**src/rtl/mem_wb_stage_pkg.sv**
```systemverilog
// Shared definitions for the MEM/WB pipeline stage: load funct3 codes,
// FSM state encoding and the captured instruction bundle.
package mem_wb_stage_pkg;

  localparam logic [2:0] F3_LB  = 3'b000;
  localparam logic [2:0] F3_LH  = 3'b001;
  localparam logic [2:0] F3_LW  = 3'b010;
  localparam logic [2:0] F3_LBU = 3'b100;
  localparam logic [2:0] F3_LHU = 3'b101;

  typedef enum logic [1:0] {
    ST_IDLE      = 2'd0,
    ST_WAIT_LOAD = 2'd1,
    ST_HALTED    = 2'd2
  } state_e;

  // Everything taken from MEM at accept time and replayed to WB.
  typedef struct packed {
    logic [31:0] pc;
    logic [31:0] inst;
    logic [31:0] alu_out;
    logic [31:0] csr_out;
    logic [4:0]  rd;
    logic [1:0]  csr_rd;
    logic        write_gpr;
    logic        write_csr;
    logic        mem_to_reg;
    logic        system_halt;
    logic        op_valid;
    logic        alu_valid;
  } wb_bundle_t;

endpackage

```
**src/rtl/mem_wb_stage_load_align.sv**
```systemverilog
// Load data alignment: selects the byte/half lane from a word-aligned
// memory response and sign- or zero-extends it to 32 bits.
module load_align
  import mem_wb_stage_pkg::*;
(
  input  logic [31:0] raw_word,
  input  logic [2:0]  load_type,
  input  logic [1:0]  addr_low,
  output logic [31:0] result
);

  logic [7:0]  byte_lane;
  logic [15:0] half_lane;

  // Lane select and extension; unknown funct3 codes fall back to a full word.
  always_comb begin
    byte_lane = raw_word[7:0];
    case (addr_low)
      2'd0:    byte_lane = raw_word[7:0];
      2'd1:    byte_lane = raw_word[15:8];
      2'd2:    byte_lane = raw_word[23:16];
      default: byte_lane = raw_word[31:24];
    endcase
    half_lane = addr_low[1] ? raw_word[31:16] : raw_word[15:0];

    case (load_type)
      F3_LB:   result = {{24{byte_lane[7]}}, byte_lane};
      F3_LBU:  result = {24'd0, byte_lane};
      F3_LH:   result = {{16{half_lane[15]}}, half_lane};
      F3_LHU:  result = {16'd0, half_lane};
      default: result = raw_word;
    endcase
  end

endmodule

```
**src/rtl/mem_wb_stage.sv**
```systemverilog
// MEM -> WB pipeline stage. Accepts one instruction per valid/ready
// handshake, waits for load data when needed and emits a registered
// one-cycle commit bundle. After a halting instruction is taken the stage
// stops accepting until reset.
// Optional feature: define MEMWB_PERF_CNT_EN to add perf_retired and
// perf_load_wait counters.
//
// Handshake: a transfer from MEM happens on a rising edge where
// MEM_valid & MEM_ready are both 1; MEM_ready depends only on state and rst,
// never on MEM_valid. dmem_rvalid is a single-cycle response strobe that is
// only looked at while a load is outstanding.
module mem_wb_stage
  import mem_wb_stage_pkg::*;
(
  input  logic        clk,
  input  logic        rst,
  input  logic        MEM_valid,
  output logic        MEM_ready,
  input  logic [31:0] MEM_pc,
  input  logic [31:0] MEM_inst,
  input  logic [31:0] MEM_ALUout,
  input  logic [31:0] MEM_CSR_out,
  input  logic [4:0]  MEM_rd,
  input  logic [1:0]  MEM_csr_rd,
  input  logic        MEM_write_gpr,
  input  logic        MEM_write_csr,
  input  logic        MEM_mem_to_reg,
  input  logic        MEM_system_halt,
  input  logic        MEM_op_valid,
  input  logic        MEM_ALU_valid,
  input  logic [2:0]  MEM_load_type,
  input  logic [1:0]  MEM_addr_low,
  input  logic        dmem_rvalid,
  input  logic [31:0] dmem_rdata,
  output logic        WB_i_commit,
  output logic [31:0] WB_i_pc,
  output logic [31:0] WB_i_inst,
  output logic [31:0] WB_i_ALU_ALUout,
  output logic [31:0] WB_i_ALU_CSR_out,
  output logic [31:0] WB_i_rdata,
  output logic [4:0]  WB_i_rd,
  output logic [1:0]  WB_i_csr_rd,
  output logic        WB_i_write_gpr,
  output logic        WB_i_write_csr,
  output logic        WB_i_mem_to_reg,
  output logic        WB_i_system_halt,
  output logic        WB_i_op_valid,
  output logic        WB_i_ALU_valid
`ifdef MEMWB_PERF_CNT_EN
  ,
  output logic [63:0] perf_retired,
  output logic [31:0] perf_load_wait
`endif
);

  state_e      state_q, state_d;
  wb_bundle_t  bundle_q, bundle_d;
  logic [31:0] rdata_q, rdata_d;
  logic [2:0]  ltype_q, ltype_d;
  logic [1:0]  laddr_q, laddr_d;
  logic        commit_q, commit_d;
  logic [31:0] aligned_data;
  logic        accept;
  wb_bundle_t  mem_bundle;

  load_align u_load_align (
    .raw_word  (dmem_rdata),
    .load_type (ltype_q),
    .addr_low  (laddr_q),
    .result    (aligned_data)
  );

  assign MEM_ready = (state_q == ST_IDLE) & ~rst;
  assign accept    = MEM_valid & MEM_ready;

  // Pack the incoming MEM fields so they can be captured as one unit.
  always_comb begin
    mem_bundle.pc          = MEM_pc;
    mem_bundle.inst        = MEM_inst;
    mem_bundle.alu_out     = MEM_ALUout;
    mem_bundle.csr_out     = MEM_CSR_out;
    mem_bundle.rd          = MEM_rd;
    mem_bundle.csr_rd      = MEM_csr_rd;
    mem_bundle.write_gpr   = MEM_write_gpr;
    mem_bundle.write_csr   = MEM_write_csr;
    mem_bundle.mem_to_reg  = MEM_mem_to_reg;
    mem_bundle.system_halt = MEM_system_halt;
    mem_bundle.op_valid    = MEM_op_valid;
    mem_bundle.alu_valid   = MEM_ALU_valid;
  end

  // Next-state and capture logic. A halting instruction moves to HALTED on
  // the same edge that schedules its commit, so nothing is accepted behind it.
  always_comb begin
    state_d  = state_q;
    bundle_d = bundle_q;
    rdata_d  = rdata_q;
    ltype_d  = ltype_q;
    laddr_d  = laddr_q;
    commit_d = 1'b0;
    case (state_q)
      ST_IDLE: begin
        if (accept) begin
          bundle_d = mem_bundle;
          ltype_d  = MEM_load_type;
          laddr_d  = MEM_addr_low;
          if (MEM_mem_to_reg) begin
            state_d = ST_WAIT_LOAD;
          end else begin
            commit_d = 1'b1;
            if (MEM_system_halt) state_d = ST_HALTED;
          end
        end
      end
      ST_WAIT_LOAD: begin
        if (dmem_rvalid) begin
          rdata_d  = aligned_data;
          commit_d = 1'b1;
          state_d  = bundle_q.system_halt ? ST_HALTED : ST_IDLE;
        end
      end
      ST_HALTED: state_d = ST_HALTED;
      default:   state_d = ST_IDLE;
    endcase
  end

  // State and bundle registers; reset clears every output immediately.
  always_ff @(posedge clk or posedge rst) begin
    if (rst) begin
      state_q  <= ST_IDLE;
      bundle_q <= '0;
      rdata_q  <= '0;
      ltype_q  <= '0;
      laddr_q  <= '0;
      commit_q <= 1'b0;
    end else begin
      state_q  <= state_d;
      bundle_q <= bundle_d;
      rdata_q  <= rdata_d;
      ltype_q  <= ltype_d;
      laddr_q  <= laddr_d;
      commit_q <= commit_d;
    end
  end

  assign WB_i_commit      = commit_q;
  assign WB_i_pc          = bundle_q.pc;
  assign WB_i_inst        = bundle_q.inst;
  assign WB_i_ALU_ALUout  = bundle_q.alu_out;
  assign WB_i_ALU_CSR_out = bundle_q.csr_out;
  assign WB_i_rdata       = rdata_q;
  assign WB_i_rd          = bundle_q.rd;
  assign WB_i_csr_rd      = bundle_q.csr_rd;
  assign WB_i_write_gpr   = bundle_q.write_gpr & commit_q & (bundle_q.rd != 5'd0);
  assign WB_i_write_csr   = bundle_q.write_csr & commit_q;
  assign WB_i_mem_to_reg  = bundle_q.mem_to_reg;
  assign WB_i_system_halt = bundle_q.system_halt;
  assign WB_i_op_valid    = bundle_q.op_valid;
  assign WB_i_ALU_valid   = bundle_q.alu_valid;

`ifdef MEMWB_PERF_CNT_EN
  logic [63:0] retired_q, retired_d;
  logic [31:0] load_wait_q, load_wait_d;

  // Counter increments; both wrap naturally on overflow.
  always_comb begin
    retired_d   = retired_q;
    load_wait_d = load_wait_q;
    if (commit_d) retired_d = retired_q + 64'd1;
    if ((state_q == ST_WAIT_LOAD) && !dmem_rvalid) load_wait_d = load_wait_q + 32'd1;
  end

  // Counter registers.
  always_ff @(posedge clk or posedge rst) begin
    if (rst) begin
      retired_q   <= '0;
      load_wait_q <= '0;
    end else begin
      retired_q   <= retired_d;
      load_wait_q <= load_wait_d;
    end
  end

  assign perf_retired   = retired_q;
  assign perf_load_wait = load_wait_q;
`endif

endmodule

```
**config.mk**
```make
export PLATFORM = sky130hd
export DESIGN_NAME = mem_wb_stage
export DESIGN_NICKNAME = d
export VERILOG_FILES = /design/src/rtl/mem_wb_stage_pkg.sv /design/src/rtl/mem_wb_stage_load_align.sv /design/src/rtl/mem_wb_stage.sv
export SDC_FILE = /design/constraint.sdc
export NUM_CORES = 1
export LEC_CHECK = 0
export BUFFER_PORTS_ARGS = -buffer_cell sky130_fd_sc_hd__buf_2
export CAP_MARGIN = 30
export CORE_MARGIN = 5
export CORE_UTILIZATION = 48
export CTS_BUF_LIST = sky130_fd_sc_hd__clkbuf_16
export DETAILED_ROUTE_END_ITERATION = 8
export PLACE_DENSITY = 0.8
export SYNTH_ARGS = -nofsm -noshare
export SYNTH_HDL_FRONTEND = slang
export SYNTH_SLANG_ARGS = --single-unit
```
**constraint.sdc**
```tcl
create_clock -name clk -period 6.7 [get_ports clk]
set_clock_uncertainty 0.2 [all_clocks]
set_input_delay 0.67 -clock clk [delete_from_list [all_inputs] [get_ports clk]]
set_output_delay 0.67 -clock clk [all_outputs]
set_load 0.05 [all_outputs]
```
==> impl_summary.log <==
INFO  metric crit_path_end_kind = flip-flop
INFO  metric layout_worst_path_cycle_share = 0.4285
INFO  metric cts.sinks = 181
INFO  metric detail_route.iter0.violations = between 400 and 500
INFO  metric final_max_slew_viol_count = 0
INFO  metric top_layer = met4
INFO  metric ys_seq_elements = about 180
INFO  metric h-tree-depth = 4
INFO  metric m1WireLength = 8485 um
INFO  metric syn-cell-area = between 8000 and 9000 um2
INFO  metric num-fill-cells = 1,581
INFO  metric syn-mean-instance-area = 8.781 um2
INFO  metric fmax = 348.3 MHz
INFO  metric clock-root-buffer = sky130_fd_sc_hd__clkbuf_16
INFO  metric netlist_instances = 961
INFO  metric growth_of_design_area_from_synthesis_to_finish = 16.81%
INFO  metric start_util = 0.4878
INFO  metric synthDominantCellAreaShare = 0.5368
INFO  metric grt.overflow.total = 0
INFO  metric synthSimpleGateAreaFrac = 0.2590
INFO  metric yosys_warnings = 0
INFO  metric path_cells = buf_2, inv_6, and3_4, buf_4, nand2_1, nand2_1
INFO  metric dpl.hpwl = roughly 16,000 um
INFO  metric hold_viol_final = 0
INFO  metric netlist-cell-type-count = between 40 and 50
INFO  metric timing.slew.headroom = 0.3547
INFO  metric timing_worst_slew_pin_value = between 900 and 1000 ps
INFO  metric hold_buffer_count_at_cts = 0
INFO  metric io_pins = 357
INFO  metric cts_inserted_buffers = 17
INFO  metric grt.total_usage = 0.2118
INFO  metric clk_pin_slew = 70 ps
INFO  metric crit_fanout = 90
INFO  metric cts_max_path_buffers = 2
INFO  metric synth-async-reset-ratio = 1.000
INFO  metric placeableCoreArea = 17,300 um2
INFO  metric number_of_antenna_violations_at_the_first_check_in_global_routing = 0
INFO  metric cts_repair_resize_count = 0
INFO  metric detail_route.wl_per_cell = 15.75 um
INFO  metric synthXorXnorAreaFrac = 0
INFO  metric min-delay-path-class = primary input to async pin
INFO  metric cts_tree = done
INFO  metric proportion_of_synthesized_area_in_mux_cells = 0.01453
INFO  metric synth_edf_count = 0
INFO  metric dr_wl_met2 = 10,810 um
INFO  metric design.die.area = 20,330 um2
INFO  metric yosys.area_share.adder = 0
INFO  metric num-nets-final = 1,342
INFO  metric syn_nets = 1,143
INFO  metric setup.worst_path.class = primary input to flip-flop
INFO  metric post_route_cells_drive_above_1_share = 0.3558
INFO  metric drc = 0
INFO  metric rsz_0062_raised_after_global_routing = false
INFO  metric yosys-top-cells-area = sky130_fd_sc_hd__dfrtp_1 (54%), sky130_fd_sc_hd__nand2_1 (21%), sky130_fd_sc_hd__buf_4 (12%)
INFO  metric sequential_cell_area = 4529 um2
INFO  metric critical_path.startpoint_type = primary input
INFO  metric post-place-cells = between 1,000 and 1,500
INFO  metric worst_skew_pair.late_latency = 410 ps
INFO  metric drt_wl_total = 22,000 um
INFO  metric totalNegativeSetupSlack = 0 ps
INFO  metric cap_violations = 0
INFO  metric cts_post_setup_buffers_inserted = 0
INFO  metric yosys_most_used_dff = sky130_fd_sc_hd__dfrtp_1
INFO  metric delay_of_the_slowest_cell_on_the_worst_path = 930 ps
INFO  metric combinational_family_with_the_most_area_after_synthesis = simple AND/OR/NAND/NOR gates
INFO  metric cpMostUsedCell = sky130_fd_sc_hd__nand2_1
INFO  metric timing.critical_path.slowest_stage_cell = sky130_fd_sc_hd__and3_4
INFO  metric cp.buffers_inverters = 3
INFO  metric gp_congestion = 0.8368
INFO  metric die_height = 142.6 um
INFO  metric grt_max_degree = 91
INFO  metric timing.final.setup_violations = 0
INFO  metric route.met3.wl = 2239 um
INFO  metric drtPass1Iterations = 5
INFO  metric synth_compound_gate_area_share = 0.03855
INFO  metric antenna_diodes = 0
INFO  metric timing.critical_path.required = roughly 7000 ps
INFO  metric cp_top_family = simple AND/OR/NAND/NOR gates
INFO  metric min_cycle_time_layout = 2871 ps
INFO  metric synth.largest_area_cell = sky130_fd_sc_hd__dfrtp_1
INFO  metric port_buffers = 356
INFO  metric grt_pass1_wl = ~34,000 um
INFO  metric route.antenna.remaining_nets = 0
INFO  metric non_filler_cells_final = 1,397
INFO  metric vias_per_cell = 4.873
INFO  metric die_width = 142.6 um
INFO  metric number_of_global_route_vias_before_repair = 6,671
INFO  metric crit_arrival = between 3000 and 4000 ps
INFO  metric multi_input_area = 2651 um2
INFO  metric synth_seq_area_share = 0.5368
INFO  metric status = finished, final reports clean
INFO  metric fp-row-count = 48
INFO  metric route.vias.total = 6,807
final timing paths:
path / startpoint / end / slack (ps) / cells after the start
setup / recovery: rst / bundle_q[5] / 3830 / 6
hold / removal: rst / WB_i_ALU_CSR_out[12] / 110 / 2
setup reg to reg: state_q[0] / bundle_q[5] / 3940 / 5
hold reg to reg: WB_i_inst[27] / WB_i_inst[27] / 270 / 2
max in group asynchronous: rst / WB_i_inst[21] / 4900 / 3
min in group clk: MEM_pc[5] / WB_i_pc[5] / 240 / 3
metal layers:
metal  GRT usage  vias up
met2      0.3551      324
met4     0.06053        0
met5           0        -
met3     0.06855       35
met1      0.2640     3185
li1            -     3263
cell usage in the layout (no fill, tap or decap), drive strengths merged, types with 2 or more instances in the layout:
master	instances
nor2	9
a21o	3
clkinv	5
nand2	466
nand3	36
buf	362
dfrtp	181
nand3b	10
clkbuf	17
nor2b	2
nor3	2
clkinvlp	2
a222oi	3
inv	9
nand2b	2
mux2	7
a21oi	23
o21ai	14
mux2i	4
kinds of logic (layout without fill, tap and decap cells):
kind of cell           after synthesis  in the layout
AO/OA/AOI/OAI                       51             51
multiplexers                        11             11
flip-flops                         181            181
AND/OR/NAND/NOR                    533            533
buffers and inverters              185            396
area by class of cell:
| class | count | area share |
|---|---|---|
| clock inverters | 14 | 0.01282 |
| multi-input cells | 595 | 0.2690 |
| well taps | 225 | 0.02856 |
| repair buffers | 362 | 0.1853 |
| inverters | 3 | 0.001650 |
| clock buffers | 17 | 0.04316 |
| flip-flops and latches | 181 | 0.4595 |
synth_stat cells, types with 2 or more instances:
| master | count |
|---|---|
| sky130_fd_sc_hd__a222oi_1 | 3 |
| sky130_fd_sc_hd__nand2b_1 | 2 |
| sky130_fd_sc_hd__o21ai_0 | 11 |
| sky130_fd_sc_hd__nand3_2 | 10 |
| sky130_fd_sc_hd__buf_2 | 34 |
| sky130_fd_sc_hd__o21ai_1 | 3 |
| sky130_fd_sc_hd__mux2i_1 | 4 |
| sky130_fd_sc_hd__mux2_2 | 6 |
| sky130_fd_sc_hd__nand3b_1 | 9 |
| sky130_fd_sc_hd__buf_4 | 137 |
| sky130_fd_sc_hd__inv_1 | 3 |
| sky130_fd_sc_hd__nor2b_1 | 2 |
| sky130_fd_sc_hd__dfrtp_1 | 181 |
| sky130_fd_sc_hd__nand3_1 | 26 |
| sky130_fd_sc_hd__clkbuf_1 | 8 |
| sky130_fd_sc_hd__a21o_1 | 3 |
| sky130_fd_sc_hd__nand2_1 | 466 |
| sky130_fd_sc_hd__a21oi_1 | 22 |
| sky130_fd_sc_hd__nor2_1 | 9 |
through the flow:
stage                     worst slack [ps]  hold WS (ps)  cell area, um2    util
after global placement                3405         251.7            9305  0.5380
after global routing                  3578         151.6            9857  0.5699
after CTS                             3812         124.3            9857  0.5699
final                                 3829         108.6            9857  0.5699
after detailed placement              3372         256.7            9305  0.5380
after floorplan                      866.1         238.0            8438       -
Power is left out: the tool's default activity adds up to more than one toggle a clock period on the data nets, which glitch-free logic cannot reach.
